### config.mk
export PLATFORM = sky130hd
export DESIGN_NAME = ir_tx_periph
export DESIGN_NICKNAME = d
export VERILOG_FILES = /design/src/rtl/ir_tx_periph.sv
export SDC_FILE = /design/constraint.sdc
export NUM_CORES = 1
export LEC_CHECK = 0
export BUFFER_PORTS_ARGS = -buffer_cell sky130_fd_sc_hd__buf_2
export CORE_AREA = 2 2 73 75
export DETAILED_ROUTE_END_ITERATION = 7
export DIE_AREA = 0 0 75 77
export PLACE_DENSITY = 0.75
export SLEW_MARGIN = 20
export SYNTH_ARGS = -nofsm -noshare
export SYNTH_HDL_FRONTEND = slang
export SYNTH_SLANG_ARGS = --single-unit
### constraint.sdc
create_clock -name clk -period 6.4 [get_ports clk]
set_input_delay 0.32 -clock clk [delete_from_list [all_inputs] [get_ports clk]]
set_output_delay 0.32 -clock clk [all_outputs]
set_load 0.1 [all_outputs]
### src/rtl/ir_tx_periph.sv
// Memory-mapped IR transmitter: a byte written to TX_ADDR is sent as a pulse-distance frame on a modulated carrier.
// Status register at STAT_ADDR returns the busy flag; all other reads pass ReadData through.
module ir_tx_periph #(
  parameter logic [4:0] TX_ADDR      = 5'd30,
  parameter logic [4:0] STAT_ADDR    = 5'd31,
  parameter int         UNIT_CYCLES  = 8,
  parameter int         CARRIER_HALF = 2
) (
  input  logic        clk,
  input  logic        reset,
  input  logic        MemWrite,
  input  logic [4:0]  dir,
  input  logic [31:0] WD,
  input  logic [31:0] ReadData,
  output logic [31:0] ReadDataOut,
  output logic        ir_out,
  output logic        busy
);

  typedef enum logic [2:0] {
    IDLE, START_MARK, START_SPACE, BIT_MARK, BIT_SPACE, STOP_MARK
  } state_t;

  localparam int CW  = $clog2(8 * UNIT_CYCLES);
  localparam int CCW = (CARRIER_HALF > 1) ? $clog2(CARRIER_HALF) : 1;

  // Terminal counts for 8, 4, 3 and 1 time units
  localparam logic [CW-1:0]  LAST8   = CW'(8 * UNIT_CYCLES - 1);
  localparam logic [CW-1:0]  LAST4   = CW'(4 * UNIT_CYCLES - 1);
  localparam logic [CW-1:0]  LAST3   = CW'(3 * UNIT_CYCLES - 1);
  localparam logic [CW-1:0]  LAST1   = CW'(UNIT_CYCLES - 1);
  localparam logic [CCW-1:0] CARLAST = CCW'(CARRIER_HALF - 1);

  state_t         state, state_n;
  logic [CW-1:0]  cnt, cnt_n, last_cnt;
  logic [CCW-1:0] car, car_n;
  logic           phase, phase_n;
  logic [7:0]     shreg, shreg_n;
  logic [2:0]     bit_idx, bit_n;
  logic           mark_n, done;

  logic unused_wd;
  assign unused_wd = ^WD[31:8];

  assign ReadDataOut = (dir == STAT_ADDR) ? {31'b0, busy} : ReadData;

  always_ff @(posedge clk or posedge reset) begin
    if (reset) begin
      state   <= IDLE;
      cnt     <= '0;
      car     <= '0;
      phase   <= 1'b0;
      shreg   <= 8'h00;
      bit_idx <= 3'd0;
      ir_out  <= 1'b0;
      busy    <= 1'b0;
    end else begin
      state   <= state_n;
      cnt     <= cnt_n;
      car     <= car_n;
      phase   <= phase_n;
      shreg   <= shreg_n;
      bit_idx <= bit_n;
      ir_out  <= mark_n & phase_n;
      busy    <= (state_n != IDLE);
    end
  end

  always_comb begin
    state_n  = state;
    cnt_n    = cnt;
    car_n    = car;
    phase_n  = phase;
    shreg_n  = shreg;
    bit_n    = bit_idx;
    last_cnt = LAST1;

    case (state)
      START_MARK:  last_cnt = LAST8;
      START_SPACE: last_cnt = LAST4;
      BIT_SPACE:   last_cnt = shreg[0] ? LAST3 : LAST1;
      default:     last_cnt = LAST1;
    endcase
    done = (cnt == last_cnt);

    case (state)
      IDLE: begin
        if (MemWrite && (dir == TX_ADDR)) begin
          state_n = START_MARK;
          shreg_n = WD[7:0];
          bit_n   = 3'd0;
        end
      end
      START_MARK:  if (done) state_n = START_SPACE;
      START_SPACE: if (done) state_n = BIT_MARK;
      BIT_MARK:    if (done) state_n = BIT_SPACE;
      BIT_SPACE: begin
        if (done) begin
          // The bit index saturates at 7 so a ninth bit can never be sent
          if (bit_idx == 3'd7) begin
            state_n = STOP_MARK;
          end else begin
            state_n = BIT_MARK;
            bit_n   = bit_idx + 3'd1;
            shreg_n = {1'b0, shreg[7:1]};
          end
        end
      end
      STOP_MARK:   if (done) state_n = IDLE;
      default:     state_n = IDLE;
    endcase

    // Every state change restarts the unit timer and the carrier high
    if (state_n != state) begin
      cnt_n   = '0;
      car_n   = '0;
      phase_n = 1'b1;
    end else if (state != IDLE) begin
      cnt_n = cnt + 1'b1;
      if (car == CARLAST) begin
        car_n   = '0;
        phase_n = ~phase;
      end else begin
        car_n = car + 1'b1;
      end
    end

    mark_n = (state_n == START_MARK) || (state_n == BIT_MARK) || (state_n == STOP_MARK);
  end

endmodule
==> results.md <==
- In the final timing run, aggregate negative setup slack is 0 ns.
- Buffers inserted to repair hold after CTS numbered 0.
- The count of instances resized after the clock tree is built is 0.
- The effective utilization at floorplan is 0.322.
- 0 antenna diodes ended up in the layout.
- The first global-routing pass estimated 6.19 mm of wire.
- The average routed wire per standard cell is 12.5 um.
- The net count after synthesis is 247.
- The async set-or-reset flop fraction in the synthesized netlist is 1.00.
- STA classifies the critical path startpoint as a register.
- Summing all non-filler instances in the final layout gives an area of 0.00211 sq mm.
- Setup repair after global routing left no endpoint under its margin.
- For this run, the top clock speed supported by timing is 381 MHz.
- Measured along the x axis, the die boundary spans 75 um.
- The final layout contains 323 nets.
- The area of the core region is 0.00498 sq mm.
- The setup skew after layout is 0.00330 ns.
- Together, buffers and inverters on the worst path number 0.
- Of the total synthesized cell area, the portion taken by XOR and XNOR cells is 0.0219.
- The synthesized design contains 0 enable-type register cells.
- At the pin with the least slew margin, the transition time is 0.919 ns.
- Data arrives at the worst endpoint at 2.79 ns.
- Buffers added to address setup during post-CTS repair amount to 0.
- The post-place instance area is 0.00204 sq mm.
- After clock tree synthesis, the clock-pin slew on the worst setup and hold paths is 0.09 ns.
- The number of vias per cell is 4.85.
- On the worst path, the slowest cell contributes a delay of 0.58 ns.
- The initial antenna violation count is 0.
- The placed wire-length estimate is 3.14 mm.
- The largest net degree at the start of global routing is 33.
- STA classifies the critical path endpoint as a register.
- The final max-slew violation count is 0.
- The number of clock buffers added by TritonCTS is 3.
- The part of the Yosys area used for sequential elements is 0.375.
- Pin placement for this block handled 106 I/O pins.
- The clock tree from TritonCTS is built.
- The most instantiated flip-flop cell in the synthesis netlist is sky130_fd_sc_hd__dfrtp_1.
- The count of standard-cell rows is 26.
- The floorplan step defined a die boundary enclosing 0.00578 sq mm.
- The share of layout cells above drive strength 1 is 0.385.
- The worst relative slew slack is 0.387.
- Of the total synthesized cell area, the portion taken by full adders, half adders and majority gates is 0.0235.
- The largest voltage drop on the vdd net is 0.166 mV.
- Counting along the longest clock path gives a buffer depth of 2.
- The Yosys step of the flow raised 0 warnings.
- The total via count in the routed design is 1536.
- The vertical die dimension is 77 um.
- Across the run, the number of max-cap violations was 0.
- The static leakage is 1.03 nW.
- The path type of the worst setup path is register to register.
- Of the available clock period, the critical path in the final layout requires 0.410.
- After detailed routing, the number of remaining DRC violations is 0.
- The synthesized netlist contains 43 unique library cells.
- Of the total synthesized cell area, the portion taken by AND, OR, NAND and NOR gates is 0.283.
- The combinational family with the most area after synthesis is simple AND/OR/NAND/NOR gates.
- The count of buffers added on input and output ports is 81.
- In this run the remaining antenna-violating nets after routing total 0.
- The cell at the slowest stage of the critical path is sky130_fd_sc_hd__or4b_1.
- In this run the cell area of the synthesized design comes to 0.00160 sq mm.
- The global-route usage over all layers is 0.136.
- The detailed-route wire length is 3.97 mm.
- Setup violations remaining at the end of the flow were counted as 0.
- The aggregate global routing overflow is 0.
- The class of the most critical hold timing path is primary input to async pin.
- The clock period minus worst slack is 2.62 ns.
- The share of the synthesized area in compound gates (AO/OA/AOI/OAI) is 0.128.
- The cell count after synthesis came out at 172.
- The area growth from synthesis to layout is 32.1%.
- The CTS root buffer is sky130_fd_sc_hd__clkbuf_8.
- The first-pass iteration count of the detailed router is 4.
- The number of clock sinks is 24.
- In this run, the number of DRC markers left after iteration 0 of detailed routing was 69.
- The largest delay contributor family on the critical path is compound AO/OA/AOI/OAI gates.
- The flow ran to the end, and the final reports show no timing, DRC or antenna violations.
- The placer congestion estimate is 0.797.
- The synthesized design contains 24 register bits.
- The number of global-route vias before repair is 1404.
- The mean instance size in the synthesized netlist is 9.30 sq um.
- CTS built an H-tree with a depth of 1.
- The required arrival time at the worst endpoint is 6.57 ns.
- The multiplexer share of the synthesized area is 0.125.
- Traced cell by cell, the critical path runs through or4b_1 -> o32ai_2 -> o21ai_2 -> o31ai_4 -> mux2_1.
- Dividing total power by cell area gives a power density of 343 mW/mm^2.
- In this run the worst path has a maximum fanout of 16.
- At the later pin of the worst-skew pair, clock insertion delay measures 0.28 ns.
- The final-report hold violation count was 0.
-- worst paths after layout --
path / start / end / slack, ns / cells after the start
worst min register to register: shreg[4]$_DFFE_PP0P_ / shreg[4]$_DFFE_PP0P_ / 0.49 / 1
worst min-delay path: reset / phase$_DFF_PP0_ / 0.23 / 2
worst max register to register: state[1]$_DFF_PP0_ / bit_idx[1]$_DFFE_PP0P_ / 3.78 / 5
min in group clk: WD[7] / shreg[7]$_DFFE_PP0P_ / 0.30 / 3
max in group asynchronous: reset / state[0]$_DFF_PP0_ / 5.61 / 2
worst max-delay path: state[1]$_DFF_PP0_ / bit_idx[1]$_DFFE_PP0P_ / 3.78 / 5
-- layout by cell type (no fill, tap or decap), types with 3 or more instances in the layout --
cell,count
sky130_fd_sc_hd__buf_2,81
sky130_fd_sc_hd__and2_1,31
sky130_fd_sc_hd__dfrtp_1,24
sky130_fd_sc_hd__nor2_1,15
sky130_fd_sc_hd__nand2_1,9
sky130_fd_sc_hd__mux2_1,9
sky130_fd_sc_hd__a21oi_1,7
sky130_fd_sc_hd__mux2_2,7
sky130_fd_sc_hd__inv_1,5
sky130_fd_sc_hd__nor3_1,5
sky130_fd_sc_hd__nand3_1,4
sky130_fd_sc_hd__nand4_1,4
sky130_fd_sc_hd__xnor2_1,3
sky130_fd_sc_hd__or3_1,3
sky130_fd_sc_hd__ha_1,3
sky130_fd_sc_hd__clkbuf_8,3
-- final cells by class --
type                            count  area (sq um)
Tap cell                           70          87.6
Clock buffer                        3          41.3
Clock inverter                      1          30.0
Sequential cell                    24           601
Timing Repair Buffer               81           405
Fill cell                         492          2860
Multi-Input combinational cell    133           931
Inverter                            5          18.8
-- through the flow --
step,setup WS (ns),util,total power [mW],hold WS (ns),instances
after floorplan,4.34,-,0.524,0.335,172
after global placement,3.86,0.411,0.582,0.463,313
after detailed placement,3.81,0.411,0.591,0.476,313
after CTS,3.79,0.425,0.729,0.271,317
after global routing,3.64,0.425,0.772,0.327,317
final,3.78,0.425,0.725,0.232,317
-- synth_stat cells, types with 2 or more instances --
cell type	count	area (sq um)
sky130_fd_sc_hd__nand4_1	4	25.0
sky130_fd_sc_hd__xnor2_1	3	26.3
sky130_fd_sc_hd__o211ai_1	2	15.0
sky130_fd_sc_hd__mux2_1	9	101
sky130_fd_sc_hd__inv_1	5	18.8
sky130_fd_sc_hd__clkbuf_1	5	18.8
sky130_fd_sc_hd__or3_1	3	18.8
sky130_fd_sc_hd__buf_2	4	20.0
sky130_fd_sc_hd__and3_1	2	12.5
sky130_fd_sc_hd__mux2i_1	2	20.0
sky130_fd_sc_hd__nor3_1	5	25.0
sky130_fd_sc_hd__a21oi_1	7	35.0
sky130_fd_sc_hd__mux2_2	7	78.8
sky130_fd_sc_hd__ha_1	3	37.5
sky130_fd_sc_hd__nor2_1	15	56.3
sky130_fd_sc_hd__and2_1	31	194
sky130_fd_sc_hd__dfrtp_1	24	601
sky130_fd_sc_hd__nand2b_1	2	12.5
sky130_fd_sc_hd__or3b_1	2	17.5
sky130_fd_sc_hd__o21ai_0	2	10.0
sky130_fd_sc_hd__nand3_1	4	20.0
sky130_fd_sc_hd__nand2_1	9	33.8
sky130_fd_sc_hd__a211oi_1	2	15.0
-- where the power goes --
group,switching [mW],leakage (nW),internal (mW)
Sequential,0.0489,0.295,0.197
Clock,0.0532,0.0357,0.0838
Combinational,0.231,0.696,0.111
-- flip-flops by register name (all words and copies together), names as in the netlist --
name	count
cnt	6
state	3
phase	1
shreg	8
ir_out	1
busy	1
car	1
bit_idx	3
-- per-layer routing --
| metal | wire length (um) | global-route usage | vias to the layer above |
|---|---|---|---|
| met5 | 0 | 0 | - |
| met4 | 48 | 0.0375 | 0 |
| met3 | 368 | 0.0237 | 5 |
| met2 | 1860 | 0.238 | 75 |
| met1 | 1690 | 0.168 | 701 |
| li1 | - | - | 755 |
-- logic make-up (layout without fill, tap and decap cells) --
kind of cell | count (synthesis) | count (layout)
AND/OR/NAND/NOR | 82 | 82
AO/OA/AOI/OAI | 26 | 26
flip-flops | 24 | 24
multiplexers | 18 | 18
buffers and inverters | 15 | 90
XOR/XNOR | 4 | 4
adder cells (fa/ha/maj) | 3 | 3
No activity file was read; power rests on OpenSTA's default activity.
